==> src/rtl/seq_mult_signmag.sv <==
// Sequential shift-and-add multiplier for sign/magnitude operand pairs.
// It multiplies the magnitudes over DW cycles. It then applies the product
// sign, giving a 2*DW+1 bit two's-complement result.
module seq_mult_signmag #(
    parameter int DW = 8
) (
    input  logic            i_clk,
    input  logic            i_rst_n,
    input  logic            i_start,
    input  logic [DW-1:0]   i_mcand,
    input  logic            i_mcand_sign,
    input  logic [DW-1:0]   i_mplier,
    input  logic            i_mplier_sign,
    output logic [2*DW:0]   o_product,
    output logic            o_sign,
    output logic            o_busy,
    output logic            o_done
);

    localparam int CW = (DW > 1) ? $clog2(DW) : 1;
    localparam logic [CW-1:0] LAST_CNT = CW'(DW - 1);

    typedef enum logic [1:0] {
        IDLE = 2'd0,
        MULT = 2'd1,
        SIGN = 2'd2,
        DONE = 2'd3
    } state_t;

    state_t              state_q;
    logic [DW-1:0]       mcand_q;
    logic [DW-1:0]       mplier_q;
    logic                sign_q;
    logic [2*DW-1:0]     acc_q;
    logic [CW-1:0]       cnt_q;
    logic [2*DW:0]       product_q;
    logic                osign_q;
    logic                busy_q;
    logic                done_q;

    logic [2*DW-1:0]     partial_d;
    logic [2*DW-1:0]     acc_d;

    // Convert a magnitude to two's complement. A zero magnitude never becomes a negative zero.
    function automatic logic [2*DW:0] apply_sign(input logic neg, input logic [2*DW-1:0] mag);
        logic [2*DW:0] ext;
        ext = {1'b0, mag};
        if (neg && (mag != '0)) begin
            return (~ext) + {{(2*DW){1'b0}}, 1'b1};
        end
        return ext;
    endfunction

    // Compute the shifted partial product and the next accumulator value for one MULT step.
    always_comb begin
        partial_d = {{DW{1'b0}}, mcand_q} << cnt_q;
        acc_d     = acc_q + (mplier_q[0] ? partial_d : '0);
    end

    // Run the control FSM, the datapath registers and the registered status outputs.
    always_ff @(posedge i_clk or negedge i_rst_n) begin
        if (!i_rst_n) begin
            state_q   <= IDLE;
            mcand_q   <= '0;
            mplier_q  <= '0;
            sign_q    <= 1'b0;
            acc_q     <= '0;
            cnt_q     <= '0;
            product_q <= '0;
            osign_q   <= 1'b0;
            busy_q    <= 1'b0;
            done_q    <= 1'b0;
        end else begin
            case (state_q)
                IDLE: begin
                    if (i_start) begin
                        mcand_q  <= i_mcand;
                        mplier_q <= i_mplier;
                        sign_q   <= i_mcand_sign ^ i_mplier_sign;
                        acc_q    <= '0;
                        cnt_q    <= '0;
                        busy_q   <= 1'b1;
                        state_q  <= MULT;
                    end
                end
                MULT: begin
                    // Always DW iterations; the bench relies on fixed latency.
                    acc_q    <= acc_d;
                    mplier_q <= mplier_q >> 1;
                    cnt_q    <= cnt_q + CW'(1);
                    if (cnt_q == LAST_CNT) begin
                        state_q <= SIGN;
                    end
                end
                SIGN: begin
                    product_q <= apply_sign(sign_q, acc_q);
                    osign_q   <= sign_q && (acc_q != '0);
                    done_q    <= 1'b1;
                    state_q   <= DONE;
                end
                DONE: begin
                    done_q  <= 1'b0;
                    busy_q  <= 1'b0;
                    state_q <= IDLE;
                end
                default: begin
                    done_q  <= 1'b0;
                    busy_q  <= 1'b0;
                    state_q <= IDLE;
                end
            endcase
        end
    end

    assign o_product = product_q;
    assign o_sign    = osign_q;
    assign o_busy    = busy_q;
    assign o_done    = done_q;

endmodule

==> config.mk <==
export PLATFORM = sky130hd
export DESIGN_NAME = seq_mult_signmag
export DESIGN_NICKNAME = d
export VERILOG_FILES = /design/src/rtl/seq_mult_signmag.sv
export SDC_FILE = /design/constraint.sdc
export NUM_CORES = 1
export LEC_CHECK = 0
export CORE_MARGIN = 2
export CORE_UTILIZATION = 57
export CTS_CLUSTER_SIZE = 14
export DETAILED_ROUTE_END_ITERATION = 10
export PLACE_DENSITY = 0.81
export REMOVE_ABC_BUFFERS = 1
export SYNTH_ARGS = -nofsm -noshare
export SYNTH_HDL_FRONTEND = slang
export SYNTH_SLANG_ARGS = --single-unit
==> constraint.sdc <==
create_clock -name i_clk -period 3.39 [get_ports i_clk]
set_input_delay 0.5085 -clock i_clk [delete_from_list [all_inputs] [get_ports i_clk]]
set_output_delay 0.5085 -clock i_clk [all_outputs]
set_load 0.02 [all_outputs]
---- After elaboration in Yosys (flattened, before gate mapping) ----
Index checks and enable logic that the tools add are counted.
word-level totals
  flip-flop bits (word level) ............. 58
  output and inout port bits .............. 20
  word-level logic and storage cells ...... 49
cells by class
  $add $sub $neg .......................... 3
  equality and inequality tests ........... 6
  shifts and indexed selects .............. 1
  mux-type cells .......................... 17
  bitwise operators ....................... 2
  reduce and logical (&&, ||, !) cells .... 10
operator list
  kind                                                                    number
  17-bit two-way mux                                                      2
  16-bit two-way mux                                                      2
  16-bit one-hot mux with 2 select lines                                  1
  17-bit by 1-bit adder with 17-bit output (second input constant)        1
  16-bit NOT with 17-bit output                                           1
  16-bit adder                                                            1
  8-bit one-hot mux with 2 select lines                                   1
  16-bit nonzero test                                                     1
  8-bit by 3-bit left shift with 16-bit output                            1
  8-bit two-way mux                                                       1
  2-bit one-hot mux with 4 select lines                                   1
  2-bit AND reduction                                                     4
  3-bit one-hot mux with 2 select lines                                   1
  2-bit nonzero test                                                      3
  2-bit equality test (second input constant)                             2
  2-bit two-way mux                                                       2
  2-bit inequality test (second input constant)                           2
  1-bit one-hot mux with 2 select lines                                   2
  3-bit by 1-bit adder with 3-bit output (second input constant)          1
  3-bit equality test (second input constant)                             1
  1-bit two-way mux                                                       3
  3-bit two-way mux                                                       1
  2-bit by 1-bit equality test with 1-bit output (second input constant)  1
  2-bit zero test                                                         1
  other kinds (2)                                                         2

---- Depth between registers and ports, before layout ----
  word-level depth ........................ 5
  depth in mapped cells ................... 13
  gate-level depth less buffers ........... 12

---- Worst setup path before layout ----
Ideal clock, no wire load.
  path kind ............................... register to register
  start point ............................. register cnt_q[0]
  end point ............................... register acc_q[15]
  arrival ................................. 2.983 ns
  required time ........................... 3.256 ns
  path slack .............................. 0.273 ns
  cell stages (with the launch flop) ...... 13
  buffers on the path ..................... 2
  period minus slack after synthesis ...... 3.117 ns
  path through ............................ dfrtp_1 -> buf_1 -> mux2_2 -> a21oi_1 -> o21ai_0 -> and2_1 -> ha_1 -> clkbuf_1 -> a21oi_1 -> o21ai_0 -> o41ai_1 -> o21a_1 -> o211ai_1
between the ends
  longest elaborated chain between the ends .. 4
RTL lines
  element                                       RTL line  RTL
  start, declared                               35        logic [CW-1:0] cnt_q;
  start signal, assigned                        90        cnt_q <= cnt_q + CW'(1);
  8-bit by 3-bit left shift with 16-bit output  56        partial_d = {{DW{1'b0}}, mcand_q} << cnt_q;
  16-bit two-way mux                            57        acc_d = acc_q + (mplier_q[0] ? partial_d : '0);
  16-bit adder                                  57
  16-bit one-hot mux with 2 select lines        74        case (state_q)
  end signal, assigned                          67        acc_q <= '0;
  end signal, assigned                          80        acc_q <= '0;
  end signal, assigned                          88        acc_q <= acc_d;
  end, declared                                 34        logic [2*DW-1:0] acc_q;
No other way between the ends.
A chain may end at the register's enable or synchronous reset.

---- Worst setup path after layout ----
  start point ............................. register cnt_q[0]
  end point ............................... register acc_q[12]
Same word-level chain as after synthesis.

==> run summary <==
Status: complete, no violations
EDFF count, synth: 0
Worst slew pin tran: 1.08 ns
Gr busiest metal: met2
Crit Path Max Fanout: 13
Vias after detailed routing: 3007
Row cnt: 28
Area grow syn2layout: 18.1%
CTS clk-pin slew, worst paths: 0.07 ns
Data arrival, critical path: 3.38 ns
Pre-CTS setup slack: 0.0128 ns
Clk buf depth: 2
Dominant cell type by area after synthesis: dfrtp_1
CP most frequent cell: o21ai_0
Final hold viol count: 0
Fin crit period: 3.13 ns
Core Region: 0.00603 sq mm
# nets final: 475
Cell family contributing the most delay on the critical path: compound AO/OA/AOI/OAI gates
Fill cells: 457
Vias in the first global route: 2901
Clk Latency, worst-skew pair: 0.34 ns
Die Y: 83.4 um
Critical Path Stages: 11
GP Congestion: 0.912
Avg Synthesized Cell Area: 9.10 sq um
Fmax: 320 MHz
Total Wirelength: 7.63 mm
Flop and latch count out of synthesis: 57
R2R depth: 11
Most frequent cells after synthesis: dfrtp_1, nand2_1, o21ai_0
Worst setup EP type: register
Clock root cell: clkbuf_8
WP data required: 3.64 ns
Chip width: 83.4 um
Sink Count: 57
Worst Skew: 0.00859 ns
Pwr/cell area: 995 mW/mm^2
RR Startpoint: cnt_q[0]
Post-route ant nets: 0
Critical path launch point type: register
Clock tree from TritonCTS: built
Num CTS Buffers: 9
Synth area leaders: dfrtp_1, ha_1, o21ai_0, a21oi_1, nand2_1
Seq/Total Area, Yosys: 39.7%
Ys async rst share: 100%
Finish-stage setup viols: 0
Relative slew slack: 27.7%
Routed len/inst: 14.9 um
Post-DP Area: 0.00404 sq mm
Hpwl dp: 5.63 mm
Critical-path cell list: mux2i_1, mux2i_1, a21oi_1, nor2b_1, ha_1, a21oi_1, o21ai_0, a2111oi_1, o21ai_0, xnor2_1, o21ai_0
Pleak: 0.00184 uW
Diodes inserted: 0
Fin area: 0.00425 sq mm
Primary FF master, synth: dfrtp_1
Initial antenna violation count: 0
Met3 Resource Use GR: 3.58%
First-pass GRT wire length: 13.2 mm
Sequential cell area: 0.00143 sq mm
Worst setup path category: register to register
Share of layout cells above drive strength 1: 9.40%
Maxcap violations: 0
Most frequent cell after synthesis: dfrtp_1
Multi-input logic area: 0.00205 sq mm
Final critical-path setup slack: 0.264 ns
DRC violations left: 0
RSZ-0062 raised after global routing: false
Full die area: 0.00696 sq mm
Peak supply drop: 0.569 mV
Slowest cell on the critical path: a2111oi_1
Buf/Inv on CP: 0
Syn. warnings: 0
Grt met1 use: 29.6%
Crit path launch: cnt_q[0]
Final max-slew violation count: 0
Post-CTS Hold Buffers: 0
Port Buf Inserts: 40
Routing usage on met2: 39.8%
Post-synth top area share: 39.7%
Post-Syn Instances: 395
Post-synthesis cell area: 0.00360 sq mm
Total GRT Usage: 23.4%
Hold WC Path Type: primary input to asynchronous set/reset pin
Part of the cycle the worst path needs: 92.2%
Routed vias/inst: 5.88
CTS H-tree depth: 3
Router iterations before antenna repair: 5
Max stage delay on crit path: 0.61 ns
Initial core utilization: 59.7%
Final setup TNS: 0 ns
I/O pin count: 41
Largest net degree at the start of global routing: 36
1st-iter DRT viols: 189
Yosys cell types: 48
Grt ovf: 0
## final timing paths
kind,to,slack [ns]
setup / recovery,acc_q[12],0.26
hold / removal,mplier_q[7],0.24
setup reg to reg,acc_q[12],0.26
hold reg to reg,mplier_q[2],0.49
max in group asynchronous,acc_q[10],2.34
min in group i_clk,mplier_q[2],0.49
## sequential cells by signal, indices dropped and copies added (netlist names)
register   count
cnt_q          3
mcand_q        8
o_busy         1
state_q        2
sign_q         1
o_done         1
acc_q         16
o_product     17
mplier_q       8
## cell families (layout without fill, tap and decap cells)
group | Yosys count | in the layout | synth area share (%)
compound gates | 106 | 106 | 17.8
buf+inv | 28 | 69 | 3.34
flops | 57 | 57 | 39.7
simple gates | 130 | 130 | 17.2
xor+xnor | 25 | 25 | 6.09
mux | 26 | 26 | 7.65
fa+ha+maj | 23 | 23 | 8.21
## per-layer routing
| metal | vias up | wire [um] |
|---|---|---|
| met3 | 13 | 396 |
| met4 | 0 | 131 |
| met1 | 1430 | 3340 |
| met2 | 93 | 3770 |
| met5 | - | 0 |
| li1 | 1471 | - |
## worst reg2reg max path: stages, from the launching register on
cell and delay [ns]:
dfrtp_2 0.53, mux2i_1 0.26, mux2i_1 0.12, a21oi_1 0.16
nor2b_1 0.06, ha_1 0.34, a21oi_1 0.24, o21ai_0 0.21
a2111oi_1 0.61, o21ai_0 0.21, xnor2_1 0.15, o21ai_0 0.15
## what timing repair did
item / 4_1_cts / 5_1_grt
setup endpoints to repair: 1 / 5
buffers inserted: 0 / 0
pin swaps: 0 / 0
resized for setup: 1 / 1
## per-stage QoR
stage / total power [uW] / hold WS (ns) / instances / util [%]
3_3_place_gp: 3460 / 0.466 / 495 / 67.0
5_1_grt: 4580 / 0.305 / 511 / 70.5
6_report: 4230 / 0.245 / 511 / 70.5
3_5_place_dp: 3560 / 0.477 / 495 / 67.0
2_1_floorplan: 2850 / 0.213 / 374 / -
4_1_cts: 4240 / 0.260 / 511 / 70.5
## power breakdown
group | switching, uW | total, uW | internal (uW) | leakage [uW]
registers | 295 | 1290 | 990 | 0.000711
clock network | 291 | 651 | 360 | 0.0000949
logic | 1280 | 2290 | 1010 | 0.00104
total | 1870 | 4230 | 2360 | 0.00184
## placed cells by master, fill, tap and decap left out, types with 4 or more instances in the layout
master	netlist	layout
dfrtp_1	57	56
nor3_1	5	5
nand3_1	5	5
o21ai_0	36	36
nand2_1	45	45
a21oi_1	35	35
nor2b_1	9	9
mux2i_1	14	14
and2_1	4	4
xor2_1	17	17
ha_1	22	22
a22o_1	4	4
nor2_1	35	35
xnor2_1	8	8
a21o_1	4	4
o31ai_1	4	4
buf_4	1	6
o21ai_2	3	4
mux2_2	12	12
nand3b_1	4	4
inv_1	7	7
clkdlybuf4s50_1	0	39
nand4_1	5	5
clkbuf_8	0	10
nand2b_1	4	4
## area by class of cell
cell class | count | area share (%)
clock buffer | 10 | 3.24
clock inverter | 6 | 1.56
inverter | 7 | 0.619
multi-input combinational | 310 | 48.4
sequential | 57 | 33.6
tap | 75 | 2.21
timing repair buffer | 46 | 10.4
No activity file was read; power rests on OpenSTA's default activity.
